$ cat src/rtl/vga_plot_arbiter_if.sv
// Pixel-request and VGA adapter write-port bundle shared by game logic and vga_plot_arbiter.
interface vga_plot_arbiter_if #(
  parameter int unsigned NUM_REQ = 3
);
  logic                   clear_req;
  logic                   clear_busy;
  logic                   clear_done;
  logic [NUM_REQ-1:0]     req;
  logic [8*NUM_REQ-1:0]   req_x;
  logic [7*NUM_REQ-1:0]   req_y;
  logic [3*NUM_REQ-1:0]   req_colour;
  logic [NUM_REQ-1:0]     ack;
  logic [7:0]             vga_x;
  logic [6:0]             vga_y;
  logic [2:0]             vga_colour;
  logic                   vga_plot;

  modport slave (
    input  clear_req, req, req_x, req_y, req_colour,
    output clear_busy, clear_done, ack, vga_x, vga_y, vga_colour, vga_plot
  );

  modport master (
    output clear_req, req, req_x, req_y, req_colour,
    input  clear_busy, clear_done, ack, vga_x, vga_y, vga_colour, vga_plot
  );
endinterface

$ cat src/rtl/vga_plot_arbiter.sv
// Owns the VGA write port: full-screen clear sweep, then round-robin single-pixel grants.
// Optional macro VGA_PLOT_ARBITER_BORDER_EN paints the sweep's outer ring in BORDER_COLOUR.
module vga_plot_arbiter #(
  parameter int unsigned WIDTH         = 160,
  parameter int unsigned HEIGHT        = 120,
  parameter int unsigned NUM_REQ       = 3,
  parameter logic [2:0]  CLEAR_COLOUR  = 3'b000,
  parameter logic [2:0]  BORDER_COLOUR = 3'b111
) (
  input  logic              clk,
  input  logic              reset_n,
  vga_plot_arbiter_if.slave bus
);

  localparam int unsigned PTR_W = (NUM_REQ > 1) ? $clog2(NUM_REQ) : 1;
  localparam logic [7:0]  X_MAX = 8'(WIDTH - 1);
  localparam logic [6:0]  Y_MAX = 7'(HEIGHT - 1);

  typedef enum logic [1:0] {S_CLEAR, S_IDLE, S_PLOT} state_t;

  state_t             r_state, w_state_nxt;
  logic [7:0]         r_cnt_x, w_cnt_x_nxt;
  logic [6:0]         r_cnt_y, w_cnt_y_nxt;
  logic               r_sweep_end, w_sweep_end_nxt;
  logic               r_clear_pend, w_clear_pend_nxt;
  logic [PTR_W-1:0]   r_ptr, w_ptr_nxt;
  logic [7:0]         r_vga_x, w_vga_x_nxt;
  logic [6:0]         r_vga_y, w_vga_y_nxt;
  logic [2:0]         r_vga_colour, w_vga_colour_nxt;
  logic               r_vga_plot, w_vga_plot_nxt;
  logic [NUM_REQ-1:0] r_ack, w_ack_nxt;
  logic               r_clear_busy, w_clear_busy_nxt;
  logic               r_clear_done, w_clear_done_nxt;

  logic [7:0]         w_rx [NUM_REQ];
  logic [6:0]         w_ry [NUM_REQ];
  logic [2:0]         w_rc [NUM_REQ];
  logic               w_any;
  logic [PTR_W-1:0]   w_win;
  logic [PTR_W-1:0]   w_idx;
  logic               w_in_range;
  logic [2:0]         w_sweep_colour;
  logic               w_clear_go;

  for (genvar i = 0; i < NUM_REQ; i++) begin : g_unpack
    assign w_rx[i] = bus.req_x[8*i +: 8];
    assign w_ry[i] = bus.req_y[7*i +: 7];
    assign w_rc[i] = bus.req_colour[3*i +: 3];
  end

`ifdef VGA_PLOT_ARBITER_BORDER_EN
  assign w_sweep_colour = (r_cnt_x == 8'd0 || r_cnt_x == X_MAX ||
                           r_cnt_y == 7'd0 || r_cnt_y == Y_MAX) ? BORDER_COLOUR : CLEAR_COLOUR;
`else
  assign w_sweep_colour = CLEAR_COLOUR;
`endif

  assign w_clear_go = bus.clear_req | r_clear_pend;
  assign w_in_range = (32'(w_rx[w_win]) < WIDTH) && (32'(w_ry[w_win]) < HEIGHT);

  // Round-robin search starting just after the last winner
  always_comb begin
    w_any = 1'b0;
    w_win = '0;
    w_idx = '0;
    for (int k = 1; k <= int'(NUM_REQ); k++) begin
      w_idx = PTR_W'((int'(r_ptr) + k) % int'(NUM_REQ));
      if (!w_any && bus.req[w_idx]) begin
        w_any = 1'b1;
        w_win = w_idx;
      end
    end
  end

  // State and output registers
  always_ff @(posedge clk or negedge reset_n) begin
    if (!reset_n) begin
      r_state      <= S_CLEAR;
      r_cnt_x      <= '0;
      r_cnt_y      <= '0;
      r_sweep_end  <= 1'b0;
      r_clear_pend <= 1'b0;
      r_ptr        <= PTR_W'(NUM_REQ - 1);
      r_vga_x      <= '0;
      r_vga_y      <= '0;
      r_vga_colour <= '0;
      r_vga_plot   <= 1'b0;
      r_ack        <= '0;
      r_clear_busy <= 1'b1;
      r_clear_done <= 1'b0;
    end else begin
      r_state      <= w_state_nxt;
      r_cnt_x      <= w_cnt_x_nxt;
      r_cnt_y      <= w_cnt_y_nxt;
      r_sweep_end  <= w_sweep_end_nxt;
      r_clear_pend <= w_clear_pend_nxt;
      r_ptr        <= w_ptr_nxt;
      r_vga_x      <= w_vga_x_nxt;
      r_vga_y      <= w_vga_y_nxt;
      r_vga_colour <= w_vga_colour_nxt;
      r_vga_plot   <= w_vga_plot_nxt;
      r_ack        <= w_ack_nxt;
      r_clear_busy <= w_clear_busy_nxt;
      r_clear_done <= w_clear_done_nxt;
    end
  end

  // Next-state
  always_comb begin
    w_state_nxt = r_state;
    case (r_state)
      S_CLEAR: if (r_sweep_end) w_state_nxt = S_IDLE;
      S_IDLE: begin
        if (w_clear_go)  w_state_nxt = S_CLEAR;
        else if (w_any)  w_state_nxt = S_PLOT;
      end
      S_PLOT:  w_state_nxt = S_IDLE;
      default: w_state_nxt = S_CLEAR;
    endcase
  end

  // Next values of outputs and datapath registers
  always_comb begin
    w_cnt_x_nxt      = r_cnt_x;
    w_cnt_y_nxt      = r_cnt_y;
    w_sweep_end_nxt  = r_sweep_end;
    w_clear_pend_nxt = r_clear_pend;
    w_ptr_nxt        = r_ptr;
    w_vga_x_nxt      = r_vga_x;
    w_vga_y_nxt      = r_vga_y;
    w_vga_colour_nxt = r_vga_colour;
    w_vga_plot_nxt   = 1'b0;
    w_ack_nxt        = '0;
    w_clear_busy_nxt = 1'b0;
    w_clear_done_nxt = 1'b0;
    case (r_state)
      S_CLEAR: begin
        w_clear_pend_nxt = 1'b0;
        if (!r_sweep_end) begin
          w_clear_busy_nxt = 1'b1;
          w_vga_plot_nxt   = 1'b1;
          w_vga_x_nxt      = r_cnt_x;
          w_vga_y_nxt      = r_cnt_y;
          w_vga_colour_nxt = w_sweep_colour;
          if (r_cnt_x == X_MAX) begin
            w_cnt_x_nxt = '0;
            if (r_cnt_y == Y_MAX) begin
              w_cnt_y_nxt     = '0;
              w_sweep_end_nxt = 1'b1;
            end else begin
              w_cnt_y_nxt = r_cnt_y + 7'd1;
            end
          end else begin
            w_cnt_x_nxt = r_cnt_x + 8'd1;
          end
        end else begin
          w_sweep_end_nxt  = 1'b0;
          w_clear_done_nxt = 1'b1;
        end
      end
      S_IDLE: begin
        if (w_clear_go) begin
          w_clear_pend_nxt = 1'b0;
          w_clear_busy_nxt = 1'b1;
          w_cnt_x_nxt      = '0;
          w_cnt_y_nxt      = '0;
          w_sweep_end_nxt  = 1'b0;
        end else if (w_any) begin
          w_vga_x_nxt      = w_rx[w_win];
          w_vga_y_nxt      = w_ry[w_win];
          w_vga_colour_nxt = w_rc[w_win];
          w_vga_plot_nxt   = w_in_range;
          w_ack_nxt[w_win] = 1'b1;
          w_ptr_nxt        = w_win;
        end
      end
      S_PLOT: begin
        if (bus.clear_req) w_clear_pend_nxt = 1'b1;
      end
      default: ;
    endcase
  end

  assign bus.vga_x      = r_vga_x;
  assign bus.vga_y      = r_vga_y;
  assign bus.vga_colour = r_vga_colour;
  assign bus.vga_plot   = r_vga_plot;
  assign bus.ack        = r_ack;
  assign bus.clear_busy = r_clear_busy;
  assign bus.clear_done = r_clear_done;

endmodule

$ cat src/flat_wrapper.sv
// flat-port wrapper written by rule: the top's interface ports become plain ports
module vga_plot_arbiter_flat 
#(
  parameter int unsigned WIDTH         = 160,
  parameter int unsigned HEIGHT        = 120,
  parameter int unsigned NUM_REQ       = 3,
  parameter logic [2:0]  CLEAR_COLOUR  = 3'b000,
  parameter logic [2:0]  BORDER_COLOUR = 3'b111
)
  (clk, reset_n, bus_clear_req, bus_req, bus_req_x, bus_req_y, bus_req_colour, bus_clear_busy, bus_clear_done, bus_ack, bus_vga_x, bus_vga_y, bus_vga_colour, bus_vga_plot);
  vga_plot_arbiter_if #(.NUM_REQ(NUM_REQ)) bus_i ();
  input  logic clk;
  input  logic reset_n;
  input wire logic [$bits(bus_i.clear_req)-1:0] bus_clear_req;
  input wire logic [$bits(bus_i.req)-1:0] bus_req;
  input wire logic [$bits(bus_i.req_x)-1:0] bus_req_x;
  input wire logic [$bits(bus_i.req_y)-1:0] bus_req_y;
  input wire logic [$bits(bus_i.req_colour)-1:0] bus_req_colour;
  output wire logic [$bits(bus_i.clear_busy)-1:0] bus_clear_busy;
  output wire logic [$bits(bus_i.clear_done)-1:0] bus_clear_done;
  output wire logic [$bits(bus_i.ack)-1:0] bus_ack;
  output wire logic [$bits(bus_i.vga_x)-1:0] bus_vga_x;
  output wire logic [$bits(bus_i.vga_y)-1:0] bus_vga_y;
  output wire logic [$bits(bus_i.vga_colour)-1:0] bus_vga_colour;
  output wire logic [$bits(bus_i.vga_plot)-1:0] bus_vga_plot;
  assign bus_i.clear_req = bus_clear_req;
  assign bus_i.req = bus_req;
  assign bus_i.req_x = bus_req_x;
  assign bus_i.req_y = bus_req_y;
  assign bus_i.req_colour = bus_req_colour;
  assign bus_clear_busy = bus_i.clear_busy;
  assign bus_clear_done = bus_i.clear_done;
  assign bus_ack = bus_i.ack;
  assign bus_vga_x = bus_i.vga_x;
  assign bus_vga_y = bus_i.vga_y;
  assign bus_vga_colour = bus_i.vga_colour;
  assign bus_vga_plot = bus_i.vga_plot;
  vga_plot_arbiter #(.WIDTH(WIDTH), .HEIGHT(HEIGHT), .NUM_REQ(NUM_REQ), .CLEAR_COLOUR(CLEAR_COLOUR), .BORDER_COLOUR(BORDER_COLOUR)) u_core (.clk(clk), .reset_n(reset_n), .bus(bus_i));
endmodule
$ cat config.mk
export PLATFORM = sky130hd
export DESIGN_NAME = vga_plot_arbiter_flat
export DESIGN_NICKNAME = d
export VERILOG_FILES = /design/src/rtl/vga_plot_arbiter_if.sv /design/src/rtl/vga_plot_arbiter.sv /design/src/flat_wrapper.sv
export SDC_FILE = /design/constraint.sdc
export NUM_CORES = 1
export LEC_CHECK = 0
export CELL_PAD_IN_SITES_DETAIL_PLACEMENT = 1
export CELL_PAD_IN_SITES_GLOBAL_PLACEMENT = 1
export CORE_ASPECT_RATIO = 0.5
export CORE_UTILIZATION = 37
export DETAILED_ROUTE_END_ITERATION = 12
export GPL_ROUTABILITY_DRIVEN = 0
export PLACE_DENSITY_LB_ADDON = 0.05
export SYNTH_ARGS = -nofsm -noshare
export SYNTH_HDL_FRONTEND = slang
export SYNTH_SLANG_ARGS = --single-unit
$ cat constraint.sdc
create_clock -name clk -period 3.4 [get_ports clk]
set_input_delay 0.34 -clock clk [delete_from_list [all_inputs] [get_ports clk]]
set_output_delay 0.34 -clock clk [all_outputs]
set_load 0.02 [all_outputs]
==> flow_summary.json <==
{
  "proportion_of_synthesized_flip_flops_having_asynchronous_set_or_reset_pct": 100.0,
  "endpoint_kind": "flop",
  "detail_route.first_pass.iterations": 4,
  "global_route.overflow_total": 0,
  "first_iter_violations": 122,
  "post-route-period-util_pct": 84.17,
  "fill_cells": 807,
  "dominant_combinational_cell_family_by_area_after_synthesis": "simple AND/OR/NAND/NOR gates",
  "n_antenna_cell": 0,
  "io_pins": 84,
  "worstSetupStartpointType": "flop",
  "synth_seq_area_share_pct": 40.52,
  "number_of_setup_buffers_added_after_cts": 0,
  "post_drt_wl_per_cell_um": 18.24,
  "detail_route.vias_per_cell": 5.614,
  "synthDominantAreaCellType": "dfrtp_1",
  "ys_seq_elements": 45,
  "postCtsResizedCells": 0,
  "synth_compound_area_share_pct": 22.51,
  "cts-hold-fix-buffers": 0,
  "synth-adder-area-share_pct": 2.695,
  "worst_r2r_endpoint": "u_core.bus.vga_plot",
  "globalRouteTotalUtil_pct": 22.99,
  "reg2reg_from": "u_core.r_ptr[0]",
  "timing.setup.critical_path_class": "flop to flop",
  "clock_root_cell": "clkbuf_16",
  "synth_top_cells_by_area": "dfrtp_1 39%, o21ai_0 6.1%, nand2_1 5.0%",
  "grt_max_degree": 46,
  "number_of_global_route_vias_before_repair": 2827,
  "floorplan.initialDensity_pct": 40.00,
  "share_of_layout_cells_above_drive_strength_1_pct": 8.673,
  "worst_setup_hold_path_clk_slew_ps": 60,
  "core_region_area_um2": 6963,
  "fmaxAchievable_mhz": 349.4,
  "syn_nets": 382,
  "drt_drc_violations_left": 0,
  "grt_pass1_wl_um": 14140,
  "final_nets": 457,
  "via_count": 2717,
  "clock_tree_from_tritoncts": "built",
  "final_antenna_net_count": 0,
  "hold_viol_final": 0,
  "leakage_nw": 1.582,
  "grt_antenna_before_repair": 0,
  "r2r_slack_ps": 540,
  "placement_rows": 21,
  "clk-insertion-delay-late_ps": 290,
  "synthFlopType": "dfrtp_1",
  "worst_slew_pin_slew_ps": 1035,
  "postSynthCellCount": 316,
  "hold_path.class": "input pin to async pin",
  "share_of_the_synthesized_netlist_area_taken_by_xor_and_xnor_gates_pct": 1.887,
  "cts_buffer_count": 5,
  "synth_area_um2": 2785,
  "ys_types": 53,
  "cp.required_ps": 3580,
  "placement.io_buffers": 83,
  "synth_simple_gate_area_share_pct": 22.69,
  "place.detailed.hpwl_um": 6878,
  "finalSetupViolCount": 0,
  "timing_max_transition_violations_final": 0,
  "fin_setup_tns_ps": 0,
  "clock_path_buffers": 2,
  "worstRegToRegCells": 9,
  "overall_routed_net_length_um": 8829,
  "grt_setup_unrepaired": "false",
  "share_of_the_synthesized_area_in_the_top_cell_type_pct": 38.63,
  "ir_drop_mv": 0.4301,
  "cts.htree.levels": 2,
  "clock_sinks": 45,
  "floorplan.die_area_um2": 7900,
  "fin_worst_skew_ps": 8.488,
  "synth_mux_area_share_pct": 4.672,
  "cp.arrival_ps": 3040,
  "chipWidth_um": 124.7,
  "power_density_nw_per_um2": 869.5,
  "run_status": "finished, final reports clean",
  "highest_fanout_seen_on_the_critical_path": 31,
  "synth-edff-count": 0,
  "post_synth.cell_area_avg_um2": 8.814,
  "max_cap_viol_count": 0,
  "layout-area-overhead-vs-synth_pct": 37.47,
  "layout_min_cycle_time_ps": 2862,
  "relSlewSlack_pct": 31.01,
  "layout.core_utilization_pct": 54.99,
  "yosysWarningCount": 0,
  "die_height_um": 63.35
}
-- Yosys cell counts, types with 4 or more instances --
| library cell | n |
|---|---|
| a21oi_1 | 11 |
| a22o_1 | 4 |
| a311oi_1 | 8 |
| and3_1 | 5 |
| buf_2 | 7 |
| clkbuf_1 | 6 |
| dfrtp_1 | 43 |
| ha_1 | 6 |
| inv_1 | 9 |
| mux2i_1 | 13 |
| nand2_1 | 37 |
| nand2b_1 | 4 |
| nand3_1 | 14 |
| nand3b_1 | 5 |
| nand4_1 | 8 |
| nor2_1 | 29 |
| nor3_1 | 5 |
| o21ai_0 | 34 |
| o21ai_1 | 11 |
| o221ai_1 | 4 |
-- metal layers --
layer | routed length (µm) | vias to the layer above | track usage, %
li1 | - | 1289 | -
met1 | 4101 | 1358 | 29.46
met2 | 4135 | 60 | 38.12
met3 | 508 | 10 | 7.392
met4 | 85 | 0 | 4.669
met5 | 0 | - | 0
-- sequential cells by signal, summed over array words and instances, names as in the netlist --
name,count
u_core.bus.vga_colour,3
u_core.bus.vga_plot,1
u_core.bus.clear_done,1
u_core.r_state,2
u_core.bus.vga_x,8
u_core.bus.clear_busy,1
u_core.r_ptr,2
u_core.bus.ack,3
u_core.r_cnt_x,8
u_core.bus.vga_y,7
u_core.r_sweep_end,1
u_core.r_clear_pend,1
u_core.r_cnt_y,7
-- per-stage QoR --
step / worst slack, ps / hold WS (ps) / cells / total power, W / cell area, µm²
finish: 538.2 / 232.0 / 484 / 0.003329 / 3829
global route: 401.8 / 308.0 / 484 / 0.003558 / 3829
CTS: 598.9 / 258.1 / 484 / 0.003347 / 3829
detailed placement: 573.9 / 476.8 / 476 / 0.002760 / 3656
global placement: 719.7 / 468.3 / 476 / 0.002669 / 3656
floorplan: 1085 / 44.41 / 316 / 0.002183 / 2785
-- cells in the final DEF (no fill, tap or decap), drive strengths merged, types with 5 or more instances in the layout --
cell           count
a21oi             11
inv                9
nor3               5
and3               6
o21ai             48
clkdlybuf4s50     82
nand2             37
nor2              30
nand4              8
a311oi             8
mux2i             13
ha                 6
dfrtp             43
nand3             16
nand3b             5
clkbuf             7
buf                5
-- worst max path at each step --
stage	from	endpoint	cells after the start	slack, ps
2_1_floorplan	u_core.r_ptr[1]	u_core.bus.vga_plot	9	1080
3_3_place_gp	bus_req[1]	u_core.bus.vga_plot	8	720
3_5_place_dp	bus_req[1]	u_core.bus.vga_plot	8	570
4_1_cts	u_core.r_ptr[0]	u_core.bus.vga_plot	9	600
5_1_grt	u_core.r_ptr[0]	u_core.bus.vga_plot	9	400
6_report	u_core.r_ptr[0]	u_core.bus.vga_plot	9	540
-- critical path: stages (launching register included) --
cell	delay, ps
dfrtp_1	380
inv_1	90
ha_1	490
mux2i_1	180
o211ai_2	270
o21a_2	560
nand2_1	130
o221ai_1	260
nand4_1	140
a31o_1	240
-- power by group --
| part | total (W) | switching, W | internal [W] |
|---|---|---|---|
| Sequential | 0.000866 | 0.000157 | 0.000709 |
| Combinational | 0.00189 | 0.00114 | 0.000750 |
| Clock | 0.000571 | 0.000203 | 0.000367 |
| Total | 0.00333 | 0.00150 | 0.00183 |
-- logic make-up after synthesis --
logic type / Yosys count
simple gates: 125
compound gates: 93
flops: 45
buf+inv: 28
mux: 13
xor+xnor: 6
fa+ha+maj: 6
-- final cells by class --
| cell class | count | area [µm²] | share of cell area (%) |
|---|---|---|---|
| Clock buffer | 7 | 142.6 | 3.725 |
| Multi-Input combinational cell | 243 | 1523 | 39.77 |
| Tap cell | 92 | 115.1 | 3.007 |
| Timing Repair Buffer | 87 | 855.8 | 22.35 |
| Inverter | 9 | 33.78 | 0.8824 |
| Sequential cell | 45 | 1129 | 29.48 |
| Clock inverter | 1 | 30.03 | 0.7843 |
No activity file was read; power rests on OpenSTA's default activity.
